## src/rtl/lcd_resp_pkg.sv

```systemverilog
// lcd_resp_pkg: shared types and constants for the LCD responder.
// The whole display mirror, command decode and bus sampling use these.
package lcd_resp_pkg;

   // Interface mode of the display bus.
   typedef enum logic [1:0] {
      INIT8  = 2'd0,
      NIB_HI = 2'd1,
      NIB_LO = 2'd2
   } mode_e;

   // One synchronized sample of the writer's bus.
   typedef struct packed {
      logic       rs;
      logic       rw;
      logic [3:0] dat;
   } bus_t;

   // Result of mapping a DDRAM address onto the 32-character mirror.
   typedef struct packed {
      logic       hit;
      logic [4:0] idx;
   } ddram_hit_t;

   localparam int NUM_CHARS = 32;

   localparam logic [7:0] CMD_CLR       = 8'h01;
   localparam logic [7:0] CMD_HOME      = 8'h02;
   localparam logic [7:0] CMD_HOME_MASK = 8'hFE;  // bit 0 of Home is don't-care
   localparam logic [7:0] CMD_SET_DDRAM = 8'h80;  // any byte with bit 7 set
   localparam logic [3:0] FUNC_SET_4BIT = 4'h2;   // upper nibble of Function Set, DL=0

   localparam logic [7:0] CHAR_SPACE = 8'h20;

   localparam logic [6:0] LINE0_BASE = 7'h00;
   localparam logic [6:0] LINE1_BASE = 7'h40;

   // Map a 7-bit DDRAM address to a mirror index; only the first 16
   // positions of each line are mirrored, everything else misses.
   function automatic ddram_hit_t ddram_to_idx(input logic [6:0] addr);
      ddram_hit_t r;
      r.hit = 1'b0;
      r.idx = 5'd0;
      if (addr[6:4] == LINE0_BASE[6:4]) begin
         r.hit = 1'b1;
         r.idx = {1'b0, addr[3:0]};
      end else if (addr[6:4] == LINE1_BASE[6:4]) begin
         r.hit = 1'b1;
         r.idx = {1'b1, addr[3:0]};
      end
      return r;
   endfunction

endpackage

```

## src/rtl/lcd_e_sync.sv

```systemverilog
// lcd_e_sync: brings the writer's asynchronous enable strobe into the clk
// domain and flags its falling edge. rs/rw/dat travel through the same
// two-flop delay so they line up with the synchronized strobe.
module lcd_e_sync
   import lcd_resp_pkg::*;
(
   input  logic       clk,
   input  logic       rst_n,
   input  logic       e_in,
   input  logic       rs_in,
   input  logic       rw_in,
   input  logic [3:0] dat_in,
   output logic       e_lvl,
   output logic       e_fall,
   output bus_t       bus
);

   logic [1:0] e_sync_q, e_sync_d;
   logic       e_prev_q, e_prev_d;
   bus_t       bus_meta_q, bus_meta_d;
   bus_t       bus_sync_q, bus_sync_d;

   // Next-state for the synchronizer chains and the edge-detect history.
   always_comb begin
      e_sync_d   = {e_sync_q[0], e_in};
      e_prev_d   = e_sync_q[1];
      bus_meta_d = '{rs: rs_in, rw: rw_in, dat: dat_in};
      bus_sync_d = bus_meta_q;
   end

   // Synchronizer flops.
   // NOTE: clocked state is always updated with <= so every flop samples
   // the pre-edge value of its neighbours; = here would collapse the chain.
   always_ff @(posedge clk or negedge rst_n) begin
      if (!rst_n) begin
         e_sync_q   <= 2'b00;
         e_prev_q   <= 1'b0;
         bus_meta_q <= '0;
         bus_sync_q <= '0;
      end else begin
         e_sync_q   <= e_sync_d;
         e_prev_q   <= e_prev_d;
         bus_meta_q <= bus_meta_d;
         bus_sync_q <= bus_sync_d;
      end
   end

   assign e_lvl  = e_sync_q[1];
   assign e_fall = e_prev_q & ~e_sync_q[1];
   assign bus    = bus_sync_q;

endmodule

```

## src/rtl/lcd_responder.sv

```systemverilog
// lcd_responder: behavioural stand-in for an HD44780-style character LCD.
// Decodes 8-bit init strobes and 4-bit nibble pairs, mirrors 32 characters,
// tracks the cursor and models the busy time of each instruction.
// Optional read-back of busy flag / address / character data is built when
// the macro LCD_RESP_READ_EN is defined; otherwise read strobes are ignored.
module lcd_responder #(
   parameter int CLR_BUSY_CYCLES = 2000,
   parameter int CMD_BUSY_CYCLES = 50
) (
   input  logic         clk,
   input  logic         rst_n,
   input  logic         lcd_e,
   input  logic         lcd_rs,
   input  logic         lcd_rw,
   input  logic [3:0]   lcd_dat,
   output logic [3:0]   lcd_dout,
   output logic         lcd_doe,
   output logic [255:0] strdata,
   output logic [4:0]   cur_idx,
   output logic         busy,
   output logic         err_busy,
   output logic         cls_pulse
);

   import lcd_resp_pkg::*;

`ifdef LCD_RESP_READ_EN
   localparam bit READ_EN = 1'b1;
`else
   localparam bit READ_EN = 1'b0;
`endif

   localparam int MAX_BUSY = (CLR_BUSY_CYCLES > CMD_BUSY_CYCLES) ? CLR_BUSY_CYCLES
                                                                 : CMD_BUSY_CYCLES;
   localparam int CNT_W    = $clog2(MAX_BUSY + 1);

   logic e_lvl;
   logic e_fall;
   bus_t s_bus;

   lcd_e_sync u_sync (
      .clk    (clk),
      .rst_n  (rst_n),
      .e_in   (lcd_e),
      .rs_in  (lcd_rs),
      .rw_in  (lcd_rw),
      .dat_in (lcd_dat),
      .e_lvl  (e_lvl),
      .e_fall (e_fall),
      .bus    (s_bus)
   );

   mode_e            mode_q, mode_d;
   logic [3:0]       hi_nib_q, hi_nib_d;
   logic             rs_q, rs_d;
   logic             rw_q, rw_d;
   logic [7:0]       chars_q [NUM_CHARS];
   logic [7:0]       chars_d [NUM_CHARS];
   logic [4:0]       cur_q, cur_d;
   logic             busy_q, busy_d;
   logic [CNT_W-1:0] cnt_q, cnt_d;
   logic             err_q, err_d;
   logic             cls_q, cls_d;
   logic             doe_q, doe_d;
   logic [3:0]       dout_q, dout_d;

   logic             is_read;
   logic             blocked;
   logic             exec;
   logic             exec_rs;
   logic [7:0]       exec_byte;
   ddram_hit_t       hit;
   logic             rd_lo;
   logic             rd_rs;
   logic             rd_rw;
   logic [7:0]       rd_char;

   // Strobe decode, instruction execution, busy countdown and read-back.
   // NOTE: every variable gets a default at the top of the block, so no
   // path through the if/case tree can leave one unassigned (no latches).
   always_comb begin
      mode_d    = mode_q;
      hi_nib_d  = hi_nib_q;
      rs_d      = rs_q;
      rw_d      = rw_q;
      chars_d   = chars_q;
      cur_d     = cur_q;
      busy_d    = busy_q;
      cnt_d     = cnt_q;
      err_d     = err_q;
      cls_d     = 1'b0;
      exec      = 1'b0;
      exec_rs   = 1'b0;
      exec_byte = 8'h00;
      hit       = '0;

      // The low-nibble strobe inherits rw from its high nibble when reads
      // exist; without read support every rw=1 strobe is simply dropped.
      is_read = (READ_EN && mode_q == NIB_LO) ? rw_q : s_bus.rw;
      // The last busy cycle already counts as free.
      blocked = busy_q && (cnt_q != CNT_W'(1));

      if (busy_q) begin
         if (cnt_q == CNT_W'(1)) begin
            busy_d = 1'b0;
            cnt_d  = '0;
         end else begin
            cnt_d = cnt_q - CNT_W'(1);
         end
      end

      if (e_fall) begin
         if (is_read) begin
            // Reads only step the nibble phase; busy does not block them.
            if (READ_EN) begin
               case (mode_q)
                  NIB_HI: begin
                     rs_d   = s_bus.rs;
                     rw_d   = 1'b1;
                     mode_d = NIB_LO;
                  end
                  NIB_LO:  mode_d = NIB_HI;
                  default: mode_d = mode_q;
               endcase
            end
         end else if (blocked) begin
            err_d = 1'b1;
         end else begin
            case (mode_q)
               INIT8: begin
                  exec      = 1'b1;
                  exec_rs   = s_bus.rs;
                  exec_byte = {s_bus.dat, 4'h0};
                  if (!s_bus.rs && s_bus.dat == FUNC_SET_4BIT) mode_d = NIB_HI;
               end
               NIB_HI: begin
                  hi_nib_d = s_bus.dat;
                  rs_d     = s_bus.rs;
                  rw_d     = 1'b0;
                  mode_d   = NIB_LO;
               end
               default: begin
                  exec      = 1'b1;
                  exec_rs   = rs_q;
                  exec_byte = {hi_nib_q, s_bus.dat};
                  mode_d    = NIB_HI;
               end
            endcase
         end
      end

      if (exec) begin
         busy_d = 1'b1;
         cnt_d  = CNT_W'(CMD_BUSY_CYCLES);
         if (exec_rs) begin
            chars_d[cur_q] = exec_byte;
            cur_d          = cur_q + 5'd1;
         end else if (exec_byte == CMD_CLR) begin
            for (int i = 0; i < NUM_CHARS; i++) chars_d[i] = CHAR_SPACE;
            cur_d = 5'd0;
            cls_d = 1'b1;
            cnt_d = CNT_W'(CLR_BUSY_CYCLES);
         end else if ((exec_byte & CMD_HOME_MASK) == CMD_HOME) begin
            cur_d = 5'd0;
         end else if ((exec_byte & CMD_SET_DDRAM) != 8'h00) begin
            hit = ddram_to_idx(exec_byte[6:0]);
            if (hit.hit) cur_d = hit.idx;
         end
      end

      // Read-back data, driven while the synchronized strobe is high.
      rd_lo   = (mode_q == NIB_LO);
      rd_rs   = rd_lo ? rs_q : s_bus.rs;
      rd_rw   = rd_lo ? rw_q : s_bus.rw;
      rd_char = chars_q[cur_q];
      doe_d   = READ_EN && e_lvl && rd_rw;
      dout_d  = 4'h0;
      if (doe_d) begin
         if (rd_rs) dout_d = rd_lo ? rd_char[3:0] : rd_char[7:4];
         else       dout_d = rd_lo ? {1'b0, cur_q[4], 2'b00} : {busy_q, 3'b000};
      end
   end

   // State registers.
   // NOTE: the character mirror is reset like any other flop because its
   // reset contents (all spaces) are architecturally visible on strdata.
   always_ff @(posedge clk or negedge rst_n) begin
      if (!rst_n) begin
         mode_q   <= INIT8;
         hi_nib_q <= 4'h0;
         rs_q     <= 1'b0;
         rw_q     <= 1'b0;
         for (int i = 0; i < NUM_CHARS; i++) chars_q[i] <= CHAR_SPACE;
         cur_q    <= 5'd0;
         busy_q   <= 1'b0;
         cnt_q    <= '0;
         err_q    <= 1'b0;
         cls_q    <= 1'b0;
         doe_q    <= 1'b0;
         dout_q   <= 4'h0;
      end else begin
         mode_q   <= mode_d;
         hi_nib_q <= hi_nib_d;
         rs_q     <= rs_d;
         rw_q     <= rw_d;
         chars_q  <= chars_d;
         cur_q    <= cur_d;
         busy_q   <= busy_d;
         cnt_q    <= cnt_d;
         err_q    <= err_d;
         cls_q    <= cls_d;
         doe_q    <= doe_d;
         dout_q   <= dout_d;
      end
   end

   // Char 0 sits in the top byte of the mirror bus.
   for (genvar g = 0; g < NUM_CHARS; g++) begin : g_pack
      assign strdata[8*(NUM_CHARS-1-g) +: 8] = chars_q[g];
   end

   assign cur_idx   = cur_q;
   assign busy      = busy_q;
   assign err_busy  = err_q;
   assign cls_pulse = cls_q;
   assign lcd_doe   = doe_q;
   assign lcd_dout  = dout_q;

endmodule
```

## config.mk

```make
export PLATFORM = sky130hd
export DESIGN_NAME = lcd_responder
export DESIGN_NICKNAME = d
export VERILOG_FILES = /design/src/rtl/lcd_resp_pkg.sv /design/src/rtl/lcd_e_sync.sv /design/src/rtl/lcd_responder.sv
export SDC_FILE = /design/constraint.sdc
export NUM_CORES = 1
export LEC_CHECK = 0
export CORE_UTILIZATION = 30
export DETAILED_ROUTE_END_ITERATION = 12
export PLACE_DENSITY_LB_ADDON = 0.15
export SYNTH_ARGS = -nofsm -noshare
export SYNTH_HDL_FRONTEND = slang
export SYNTH_SLANG_ARGS = --single-unit
```

## constraint.sdc

```tcl
create_clock -name clk -period 8.89 [get_ports clk]
set_clock_uncertainty 0.2 [all_clocks]
set_input_delay 1.3335 -clock clk [delete_from_list [all_inputs] [get_ports clk]]
set_output_delay 1.3335 -clock clk [all_outputs]
set_load 0.01 [all_outputs]
```

==> flow_metrics.tcl <==
set metrics [dict create \
    drtPass1Iterations 5 \
    comb_power_share_pct 12.7 \
    final_net_count 1133 \
    r2r_setup_slack_ps 4490 \
    r2r_cells 9 \
    io_pins 278 \
    critPathTopFamily "simple AND/OR/NAND/NOR gates" \
    track_usage_pct 19.07 \
    diodes 0 \
    num_vias 8559 \
    cp.required_ps 9140 \
    yosysTopAreaCell "dfrtp_1" \
    drv_slew 0 \
    synth.avg_cell_area_um2 14.43 \
    final.period_utilization_pct 49.55 \
    endpoint_kind "flip-flop" \
    cp_max_fo 25 \
    cpPeakStageDelay_ps 720 \
    ctsHtreeMaxLevel 2 \
    worstSetupPathType "flip-flop to flip-flop" \
    initial_core_util_pct 30.50 \
    yosys_most_used_dff "dfrtp_1" \
    power_mw 3.402 \
    r2r-end "strdata[74]" \
    synthDistinctLibCells 62 \
    hold_viol 0 \
    total_leakage_power_nw 7.055 \
    yosysWarningCount 0 \
    crit_cells 9 \
    dpl.hpwl_mm 25.55 \
    path_buf_inv 3 \
    post_cts_buffers 0 \
    worstPathCellList "inv_1 > ha_1 > or4b_4 > o31ai_4 > and3_4 > buf_4 > and3_2 > buf_4 > a22o_1" \
    cp-start-kind "flip-flop" \
    fmax_mhz 227.0 \
    antenna_left 0 \
    die_h_um 203.5 \
    grt_start_max_net_pins 104 \
    max-cap-violations 0 \
    clock_power_share_pct 42.5 \
    pwr-share-seq_pct 44.8 \
    synth_area_leaders "dfrtp_1, a22o_1, dfstp_2" \
    root_buffer "clkbuf_16" \
    core-area_um2 39910 \
    netlist_area_um2 12180 \
    area_growth_pct 35.63 \
    synth_most_common_cell "dfrtp_1" \
    arrival_ps 4650 \
    remaining_drc_errors 0 \
    power_density_nw_per_um2 206.0 \
    synth_commonest_cells "dfrtp_1, a22o_1, nor2_1" \
    cts_made_buffers 35 \
    switching_power_uw 889.0 \
    grt_pass1_wl_mm 59.01 \
    hp-class "flip-flop to flip-flop" \
    place.gp.congestion 0.7927 \
    die_x_um 203.5 \
    synth_edf_count 0 \
    ys_ff_latch 297 \
    rr_startpoint "cnt_q[1]" \
    cts_tree "built" \
    ys_seq_area_share_pct 61.37 \
    row_count 73 \
    grt_pass1_vias 8495 \
    drt-initial-drc-count 452 \
    crit_start "cnt_q[1]" \
    finalSetupViolations 0 \
    rsz0062_at_grt "no" \
    clock_sinks 297 \
    fillers 3688 \
    portBuffers 272 \
    endpoint "strdata[74]" \
    clk_path_buf_depth 3 \
    async_flop_share_pct 100.0 \
    finalSetupTns_ps 0 \
    wirelength_mm 39.66 \
    crit_slowest_cell "buf_4" \
    timing.slew.headroom_pct 30.42 \
    cts-hold-fix-buffers 0 \
    die-area_um2 41390 \
    drive_gt1_share_pct 16.37 \
    switching_share_pct 26.14 \
    path_clk_slew_ps 60 \
    hold_slack_ps 146.4 \
    grt_overflow 0 \
    yosysTopAreaCellShare_pct 54.47 \
    worst_ir_drop_vdd_mv 0.09461 \
    cts_resized 0 \
    status "completed" \
    postSynthCellCount 844 \
    viasPerCell 5.134 \
    wire_per_inst_um 23.79 \
    p_int_mw 2.513 \
    worst_path_most_repeated_cell "buf_4" \
    fin_crit_ps 4405 \
    antenna_found_initial 0 \
    tightest_slew_ps 1044 \
    clk_latency_ps 510 \
]
[worst min path at each step]
stage,from,endpoint,slack [ps],cells after the start
global placement,u_sync.e_sync_q[0],u_sync.e_sync_q[1],140,0
detailed placement,u_sync.bus_meta_q[0],u_sync.bus[0],130,0
CTS,u_sync.e_sync_q[0],u_sync.e_sync_q[1],150,0
global route,u_sync.bus_meta_q[4],u_sync.bus[4],150,0
floorplan,u_sync.bus_meta_q[0],u_sync.bus[0],130,0
finish,u_sync.bus_meta_q[4],u_sync.bus[4],150,0
[layer usage]
| metal | GRT usage (%) | wire length [um] | vias to the layer above |
|---|---|---|---|
| met5 | 0 | 0 | - |
| met4 | 4.995 | 728 | 0 |
| met3 | 4.283 | 2442 | 43 |
| met2 | 29.19 | 18350 | 267 |
| met1 | 27.15 | 18140 | 4457 |
| li1 | - | - | 3792 |
[cell type report]
cell class	count	area (um2)	share of cell area [%]
tap	525	656.9	3.978
clock buffer	49	1008	6.107
inverter	8	30.03	0.1818
timing repair buffer	283	2810	17.02
multi-input combinational	493	4397	26.63
clock inverter	12	138.9	0.8410
sequential	297	7472	45.25
[worst reg2reg max path: stages (launching register included)]
cell	delay [ps]
dfrtp_1	380
inv_1	100
ha_1	150
or4b_4	490
o31ai_4	480
and3_4	690
buf_4	760
and3_2	440
buf_4	420
a22o_1	220
[per-stage QoR]
| stage | instances | utilization (%) | area, um2 | setup slack, ps |
|---|---|---|---|---|
| 2_1_floorplan | 848 | - | 12190 | 6089 |
| 3_3_place_gp | 1606 | 38.50 | 15370 | 4506 |
| 3_5_place_dp | 1606 | 38.50 | 15370 | 4455 |
| 4_1_cts | 1667 | 41.37 | 16510 | 4443 |
| 5_1_grt | 1667 | 41.37 | 16510 | 4225 |
| 6_report | 1667 | 41.37 | 16510 | 4485 |
[power groups by stage]
stage	Sequential, mW	Clock, mW	Combinational (mW)
finish	1.52	1.44	0.434
global route	1.54	1.53	0.477
CTS	1.52	1.48	0.441
detailed placement	1.55	0	0.438
global placement	1.54	0	0.436
floorplan	1.54	0	0.253
[state kept, by name, indices dropped and copies added, names as in the netlist]
name / count
busy: 1
cls_pulse: 1
cnt_q: 11
cur_idx: 5
err_busy: 1
hi_nib_q: 4
mode_q: 2
rs_q: 1
strdata: 256
u_sync.bus: 6
u_sync.bus_meta_q: 6
u_sync.e_prev_q: 1
u_sync.e_sync_q: 2
[logic make-up (layout without fill, tap and decap cells)]
| family | after synthesis | count (layout) | share of synthesized area (%) |
|---|---|---|---|
| compound gates | 282 | 282 | 19.54 |
| fa+ha+maj | 6 | 6 | 0.6166 |
| simple gates | 129 | 129 | 5.303 |
| mux | 71 | 71 | 10.05 |
| buf+inv | 58 | 352 | 3.093 |
| flops | 297 | 297 | 61.37 |
| other cells | 1 | 5 | 0.03080 |
[cells in the final DEF, fill, tap and decap left out, types with 3 or more instances in the layout]
master / synthesis / layout
clkbuf_16: 0 / 35
dfstp_2: 32 / 32
nand3_1: 7 / 7
nand2_1: 28 / 28
clkinv_2: 0 / 8
o31ai_1: 3 / 3
mux2i_4: 31 / 31
and3_1: 7 / 3
nor4_1: 6 / 6
a21oi_1: 9 / 8
clkbuf_1: 13 / 6
o211ai_1: 5 / 5
and3_2: 0 / 3
mux2_4: 20 / 20
clkbuf_8: 0 / 8
clkdlybuf4s50_1: 0 / 271
nor2_1: 45 / 43
conb_1: 1 / 5
mux2_2: 17 / 17
o21ai_0: 15 / 15
a22o_1: 226 / 226
a211oi_1: 3 / 3
bufinv_16: 0 / 3
dfrtp_1: 265 / 265
inv_1: 8 / 8
or3b_2: 3 / 3
ha_1: 6 / 6
nor3_1: 10 / 10
buf_4: 7 / 11
(Power assumes the default switching activity.)
